[config.mk]
export PLATFORM = sky130hd
export DESIGN_NAME = ser_word_deser_flat
export DESIGN_NICKNAME = d
export VERILOG_FILES = /design/src/rtl/ser_word_deser_if.sv /design/src/rtl/ser_word_deser.sv /design/src/flat_wrapper.sv
export SDC_FILE = /design/constraint.sdc
export NUM_CORES = 1
export LEC_CHECK = 0
export CORE_AREA = 2 2 57 59
export CTS_CLUSTER_SIZE = 8
export DETAILED_ROUTE_END_ITERATION = 10
export DIE_AREA = 0 0 59 61
export MAX_ROUTING_LAYER = met4
export PLACE_DENSITY = 0.55
export SETUP_SLACK_MARGIN = 0.15
export SYNTH_ARGS = -nofsm -noshare
export SYNTH_HDL_FRONTEND = slang
export SYNTH_SLANG_ARGS = --single-unit
[constraint.sdc]
create_clock -name clk -period 1.47 [get_ports clk]
set_clock_uncertainty 0.05 [all_clocks]
set_input_delay 0.2205 -clock clk [delete_from_list [all_inputs] [get_ports clk]]
set_output_delay 0.2205 -clock clk [all_outputs]
set_load 0.05 [all_outputs]
[src/rtl/ser_word_deser_if.sv]
// rtl/ser_word_deser_if.sv - serial-bit input and parallel-word output bundle for ser_word_deser
//
// Purpose: groups the serial input stream and the word output handshake.
// Signals:
//   s_valid  serial bit valid this cycle (no back-pressure)
//   s_bit    serial data bit
//   s_sof    start-of-frame, qualified by s_valid
//   m_data   assembled N-bit word
//   m_valid  holding register full
//   m_ready  consumer accepts m_data
// Modports: slave = deserializer side, master = producer/consumer side.
interface ser_word_deser_if #(
  parameter int N = 8
);
  logic         s_valid;
  logic         s_bit;
  logic         s_sof;
  logic [N-1:0] m_data;
  logic         m_valid;
  logic         m_ready;

  modport slave (
    input  s_valid, s_bit, s_sof, m_ready,
    output m_data, m_valid
  );

  modport master (
    output s_valid, s_bit, s_sof, m_ready,
    input  m_data, m_valid
  );
endinterface

[src/rtl/ser_word_deser.sv]
// rtl/ser_word_deser.sv - serial-to-parallel word assembler with one-word holding register
//
// Purpose: collects N serial bits into a word and offers it on a valid/ready
// port through a single holding register. Words completed while the holding
// register is full and not draining are dropped and recorded in a sticky ovf.
// Ports:
//   clk      rising-edge clock
//   reset_n  asynchronous active-low reset
//   bus      ser_word_deser_if slave (s_valid/s_bit/s_sof in, m_data/m_valid out, m_ready in)
//   bit_cnt  bits already collected toward the current word
//   busy     a partial word is being collected
//   ovf      sticky overflow flag (word lost under back-pressure)
//   ovf_clr  synchronous clear of ovf; a same-cycle set takes priority
module ser_word_deser #(
  parameter int N         = 8,
  parameter bit MSB_FIRST = 1'b1,
  localparam int CW       = $clog2(N)
) (
  input  logic              clk,
  input  logic              reset_n,
  ser_word_deser_if.slave   bus,
  output logic [CW-1:0]     bit_cnt,
  output logic              busy,
  output logic              ovf,
  input  logic              ovf_clr
);

  typedef enum logic {
    IDLE    = 1'b0,
    COLLECT = 1'b1
  } state_t;

  state_t        state_q, state_d;
  logic [CW-1:0] cnt_q, cnt_d;
  logic [N-1:0]  acc_q, acc_d;
  logic [N-1:0]  data_q, data_d;
  logic          valid_q, valid_d;
  logic          ovf_q, ovf_d;

  logic [N-1:0]  shifted;
  logic [N-1:0]  first;
  logic          complete;
  logic          drain;
  logic          drop;

  always_ff @(posedge clk or negedge reset_n) begin
    if (!reset_n) begin
      state_q <= IDLE;
      cnt_q   <= '0;
      acc_q   <= '0;
      data_q  <= '0;
      valid_q <= 1'b0;
      ovf_q   <= 1'b0;
    end else begin
      state_q <= state_d;
      cnt_q   <= cnt_d;
      acc_q   <= acc_d;
      data_q  <= data_d;
      valid_q <= valid_d;
      ovf_q   <= ovf_d;
    end
  end

  always_comb begin
    state_d  = state_q;
    cnt_d    = cnt_q;
    acc_d    = acc_q;
    data_d   = data_q;
    valid_d  = valid_q;
    ovf_d    = ovf_q;
    complete = 1'b0;
    drop     = 1'b0;
    drain    = valid_q & bus.m_ready;

    // shifted: accumulator with the incoming bit appended.
    // first: a fresh word holding only the incoming bit, so no stale bits
    // from a discarded partial word survive.
    if (MSB_FIRST) begin
      shifted = {acc_q[N-2:0], bus.s_bit};
      first   = {{(N-1){1'b0}}, bus.s_bit};
    end else begin
      shifted = {bus.s_bit, acc_q[N-1:1]};
      first   = {bus.s_bit, {(N-1){1'b0}}};
    end

    case (state_q)
      IDLE: begin
        if (bus.s_valid) begin
          acc_d   = first;
          cnt_d   = CW'(1);
          state_d = COLLECT;
        end
      end
      COLLECT: begin
        if (bus.s_valid) begin
          if (bus.s_sof) begin
            // Restart wins even over a would-be N-th bit.
            acc_d = first;
            cnt_d = CW'(1);
          end else if (cnt_q == CW'(N - 1)) begin
            acc_d    = shifted;
            cnt_d    = '0;
            state_d  = IDLE;
            complete = 1'b1;
          end else begin
            acc_d = shifted;
            cnt_d = cnt_q + CW'(1);
          end
        end
      end
      default: begin
        state_d = IDLE;
        cnt_d   = '0;
      end
    endcase

    // A completing word may load the holding register when it is empty or
    // draining in the same cycle; otherwise it is lost.
    if (complete) begin
      if (!valid_q || drain) begin
        data_d  = shifted;
        valid_d = 1'b1;
      end else begin
        drop = 1'b1;
      end
    end else if (drain) begin
      valid_d = 1'b0;
    end

    if (drop) begin
      ovf_d = 1'b1;
    end else if (ovf_clr) begin
      ovf_d = 1'b0;
    end
  end

  assign bus.m_data  = data_q;
  assign bus.m_valid = valid_q;
  assign bit_cnt     = cnt_q;
  assign busy        = (state_q == COLLECT);
  assign ovf         = ovf_q;

endmodule

[src/flat_wrapper.sv]
// flat-port wrapper written by rule: the top's interface ports become plain ports
module ser_word_deser_flat 
#(
  parameter int N         = 8,
  parameter bit MSB_FIRST = 1'b1,
  localparam int CW       = $clog2(N)
)
  (clk, reset_n, bit_cnt, busy, ovf, ovf_clr, bus_s_valid, bus_s_bit, bus_s_sof, bus_m_ready, bus_m_data, bus_m_valid);
  ser_word_deser_if #(.N(N)) bus_i ();
  input  logic clk;
  input  logic reset_n;
  output logic [CW-1:0] bit_cnt;
  output logic busy;
  output logic ovf;
  input  logic ovf_clr;
  input wire logic [$bits(bus_i.s_valid)-1:0] bus_s_valid;
  input wire logic [$bits(bus_i.s_bit)-1:0] bus_s_bit;
  input wire logic [$bits(bus_i.s_sof)-1:0] bus_s_sof;
  input wire logic [$bits(bus_i.m_ready)-1:0] bus_m_ready;
  output wire logic [$bits(bus_i.m_data)-1:0] bus_m_data;
  output wire logic [$bits(bus_i.m_valid)-1:0] bus_m_valid;
  assign bus_i.s_valid = bus_s_valid;
  assign bus_i.s_bit = bus_s_bit;
  assign bus_i.s_sof = bus_s_sof;
  assign bus_i.m_ready = bus_m_ready;
  assign bus_m_data = bus_i.m_data;
  assign bus_m_valid = bus_i.m_valid;
  ser_word_deser #(.N(N), .MSB_FIRST(MSB_FIRST)) u_core (.clk(clk), .reset_n(reset_n), .bus(bus_i), .bit_cnt(bit_cnt), .busy(busy), .ovf(ovf), .ovf_clr(ovf_clr));
endmodule
Yosys cells after proc, flatten, opt, wreduce, memory -nomap -nowiden
Index checks and enable logic that the tools add are counted.
- input bits: 7
- word-level logic and storage cells: 45
- register bits: 21
- output and inout bits: 14
- reductions and logical operators: 7
- add/sub/neg operators: 1
- bitwise operators: 2
- mux-type cells: 25
- eq/ne operators: 4
- operator list (operator ; count):
    7-bit 2-to-1 mux ; 3
    1-bit 2-to-1 mux ; 15
    7-bit case mux with 2 select lines ; 1
    3-bit 2-to-1 mux ; 4
    2-bit inequality test, second input constant ; 3
    3-bit case mux with 2 select lines ; 1
    2-bit AND reduction ; 3
    2-bit nonzero test ; 2
    3-bit by 1-bit adder with 3-bit output, second input constant ; 1
    3-bit == test, second input constant ; 1
    1-bit case mux with 2 select lines ; 1
    1-bit AND ; 1
    1-bit zero test ; 1
    1-bit logical OR ; 1
    1-bit inverter ; 1

Depth between registers and ports, before layout
- word-level depth: 7
- depth in mapped cells: 5
- mapped depth without buffers: 4

Least setup slack after synthesis
Ideal clock, no wire load.
- path kind: reg-to-reg
- start point: register u_core.cnt_q[0], in the netlist u_core.bit_cnt[0]
- end point: register u_core.data_q[0], in the netlist u_core.bus.m_data[0]
- clock period less this slack: 1.804 ns
- slack: -0.334 ns
- library setup time: 0.125 ns
- cell stages (with the launch flop): 6
- required time: 1.295 ns
- arrival time: 1.629 ns
- path buffers: 1
- path through: dfrtp_1 ha_1 ha_1 and3_1 buf_6 mux2_4
- word-level cells in the longest chain between the ends: 6
- RTL lines (what ; RTL line ; RTL):
    from (decl) ; ser_word_deser.sv:34 ; logic [CW-1:0] cnt_q, cnt_d;
    from (signal assigned) ; ser_word_deser.sv:56 ; cnt_q <= cnt_d;
    3-bit == test ; ser_word_deser.sv:100 ; end else if (cnt_q == CW'(N - 1)) begin
    1-bit 2-to-1 mux ; ser_word_deser.sv:100 ;
    1-bit 2-to-1 mux ; ser_word_deser.sv:96 ; if (bus.s_sof) begin
    1-bit 2-to-1 mux ; ser_word_deser.sv:95 ; if (bus.s_valid) begin
    1-bit 2-to-1 mux ; ser_word_deser.sv:86 ; case (state_q)
    2-bit AND reduction (no source line) ; n/a ;
    to (signal assigned) ; ser_word_deser.sv:58 ; data_q <= data_d;
    to (decl) ; ser_word_deser.sv:36 ; logic [N-1:0] data_q, data_d;
No other way between the ends.
A chain may end at the register's enable or synchronous reset.

Final worst setup path
- start point: register u_core.cnt_q[1], in the netlist u_core.bit_cnt[1]
- end point: register u_core.data_q[3], in the netlist u_core.bus.m_data[3]
The elaborated chain is that of the path after synthesis.

==> run metrics <==
share of the synthesized area in the top cell type=around 60%; ranking of synthesized cells by area=dfrtp_1, mux2_4, o21ai_0, inv_1, nand2_1; VDD IR-drop max=slightly below 0.6 mV; Tightest Pin Transition=263 ps; CP peak stage delay=~440 ps; Post-Route WL=around 1600 µm; P_int=1.01 mW; die footprint=~0.0036 mm²; routability cong.=a little over 0.7; Die X=between 50 and 60 µm; setup slack, reg-to-reg=between 30 and 40 ps; switching power share of the total=a little under a third; Synth area leader=dfrtp_1; DRT Pass-1 Iters=2; final worst setup slack=about 33 ps; WL/cell=about 12 µm; final setup fails=0; CP Cell Sequence=ha_4, ha_4, and3_4, mux2_4; mapped cell area=roughly 860 µm²; crit path capture type=flop; fin. max-slew vios=0; Residual DRC=0; deepest clock path buffer count=2; f_max=approximately 700 MHz; RSZ-0062 raised after global routing=yes; clk sinks=21; DR iter-0 viols=1; Main synth FF type=dfrtp_1; crit path kind=flop to flop; crit path max fanout=8; Starting Density=29.3%; CTS clk-pin slew, worst paths=between 100 and 150 ps; worst hold path type=input pin to async pin; Fin. Hold Viols=0; leak pwr=a little under 0.6 nW; leading cell types by count after synthesis=dfrtp_1, inv_1, nand2_1, o21ai_0, mux2_4; register area share after synthesis=60.8%; CTS H-tree lvls=1; Cell Pwr Density=between 1000 and 1500 mW/mm²; clock root buffer=clkbuf_4; Max-Cap Viols=0; antenna violations before repair=0; Final min period=1440 ps; Via density=4.44; CTS tree=done; library cells used by synthesis=16; # fillers=~280; status=finished clean; clock latency on the worst-skew pair=approximately 290 ps; Data required, critical path=roughly 1600 ps; WP data arrival=approximately 1600 ps; sequential fraction of design power=a little under half; number of synthesized flops with an enable pin=0; FF-to-FF Start=u_core.bit_cnt[1]; Total Routing Usage GR=around 10%; number of global-route vias before repair=630; syn_area_per_cell=between 10 and 15 µm²; power share of the combinational group=between 30 and 40%; Core Area=just under 0.003 mm²; synth warn=0; Setup WS pre-CTS=-195 ps; site row count=20; Synthesized Nets=78; Synth Instances=69; switching power=approximately 0.46 mW; Final ANT Viol Nets=0; setup TNS=0 ps; Nets=108; DP HPWL=around 1100 µm; CP max stage cell=dfrtp_2; top-count cell post-synth=dfrtp_1; Die Y=61 µm; grt total ovfl=0; largest net degree at the start of global routing=22; Layout area overhead=56.3%; cts bufs inserted=3; post-route cell area=~0.0014 mm²; clock share of power=between 15 and 20%; FFs w/ async S/R, synth=100%; Min Hold Slack=around 200 ps; crit path launch type=flop; Layout Utilization=between 40% and 50%; Slew headroom=approximately 82%; Reg2Reg Capture Point=u_core.bus.m_data[3]; Crit path top cell by count=ha_4; first-pass GRT wire length=~2700 µm; Port Buffer Count=20; flop and latch count out of synthesis=21; routed via count=581; Ports=21; layout cells sized above 1=a little over two fifths; fin crit share=a little over nine tenths; R2R depth=4; Placed Area=0.00131 mm²; antenna fix cells=0
registers in the layout, indices dropped and copies added, names as in the netlist:
name	flops
u_core.ovf	1
u_core.acc_q	7
u_core.bus.m_valid	1
u_core.bit_cnt	3
u_core.busy	1
u_core.bus.m_data	8
kinds of logic (layout without fill, tap and decap cells):
group                      after synthesis  after routing  synth area share [%]
buffers and inverters                   12             41                  6.22
and+or+nand+nor                         13             13                  7.24
AOI/OAI and AO/OA                       12             12                  7.67
adders and majority gates                2              2                  2.89
muxes                                    9              9                  15.2
DFF                                     21             21                  60.8
critical path: cells and delay by family (launching register included):
kind	cells	cell delay [ps]
fa+ha+maj	2	330
flops	1	440
mux	1	310
simple gates	1	200
through the flow:
stage | cells | power [mW]
floorplan | 69 | 0.931
global placement | 125 | 1.20
detailed placement | 125 | 1.21
CTS | 129 | 1.47
global route | 131 | 1.53
finish | 131 | 1.46
worst max-delay path by stage:
stage                            from                   end  slack [ps]  cells past startpoint
floorplan           u_core.bit_cnt[1]  u_core.bus.m_data[0]        -130                      5
global placement          bus_s_valid  u_core.bus.m_data[1]        -180                      4
detailed placement        bus_s_valid  u_core.bus.m_data[2]        -190                      4
CTS                 u_core.bit_cnt[0]  u_core.bus.m_data[3]          20                      4
global route        u_core.bit_cnt[0]  u_core.bus.m_data[5]           2                      4
finish              u_core.bit_cnt[1]  u_core.bus.m_data[3]          30                      4
power by group through the flow:
stage	sequential [mW]	clock [mW]	combinational [mW]
floorplan	0.835	0	0.0959
global route	0.702	0.296	0.529
global placement	0.706	0	0.493
finish	0.694	0.268	0.503
detailed placement	0.705	0	0.500
CTS	0.696	0.276	0.500
final cells by class:
class                           count  area (µm²)  share of cell area [%]
Clock buffer                        4        26.3                    1.94
Inverter                            9        33.8                    2.50
Multi-Input combinational cell     36         315                    23.3
Sequential cell                    21         531                    39.3
Tap cell                           33        41.3                    3.06
Timing Repair Buffer               28         404                    29.9
per-layer routing:
layer	wire, µm	track usage, %	vias up
li1	-	-	282
met1	728	11.6	282
met2	739	17.5	17
met3	88	2.35	0
met4	0	2.92	0
met5	0	-	-
cells in the final DEF, fill, tap and decap left out:
| master | count |
|---|---|
| dfrtp_1 | 17 |
| buf_12 | 14 |
| nand2_1 | 9 |
| inv_1 | 9 |
| o21ai_0 | 9 |
| mux2_4 | 8 |
| buf_4 | 7 |
| clkdlybuf4s50_1 | 6 |
| dfrtp_2 | 4 |
| clkbuf_4 | 3 |
| o21a_1 | 2 |
| ha_4 | 2 |
| and3b_1 | 1 |
| nand2b_1 | 1 |
| and3_4 | 1 |
| mux2_2 | 1 |
| nand3b_1 | 1 |
| o22ai_1 | 1 |
| clkbuf_1 | 1 |
| buf_6 | 1 |
what timing repair did:
item / CTS / global route
hold buffers: 0 / 0
setup endpoints to repair: 8 / 10
setup buffers: 0 / 2
pin swaps: 1 / 0
gates resized for setup: 0 / 1
hold endpoints to repair: 0 / 0
Note: power is estimated with default switching activity, not from simulation.
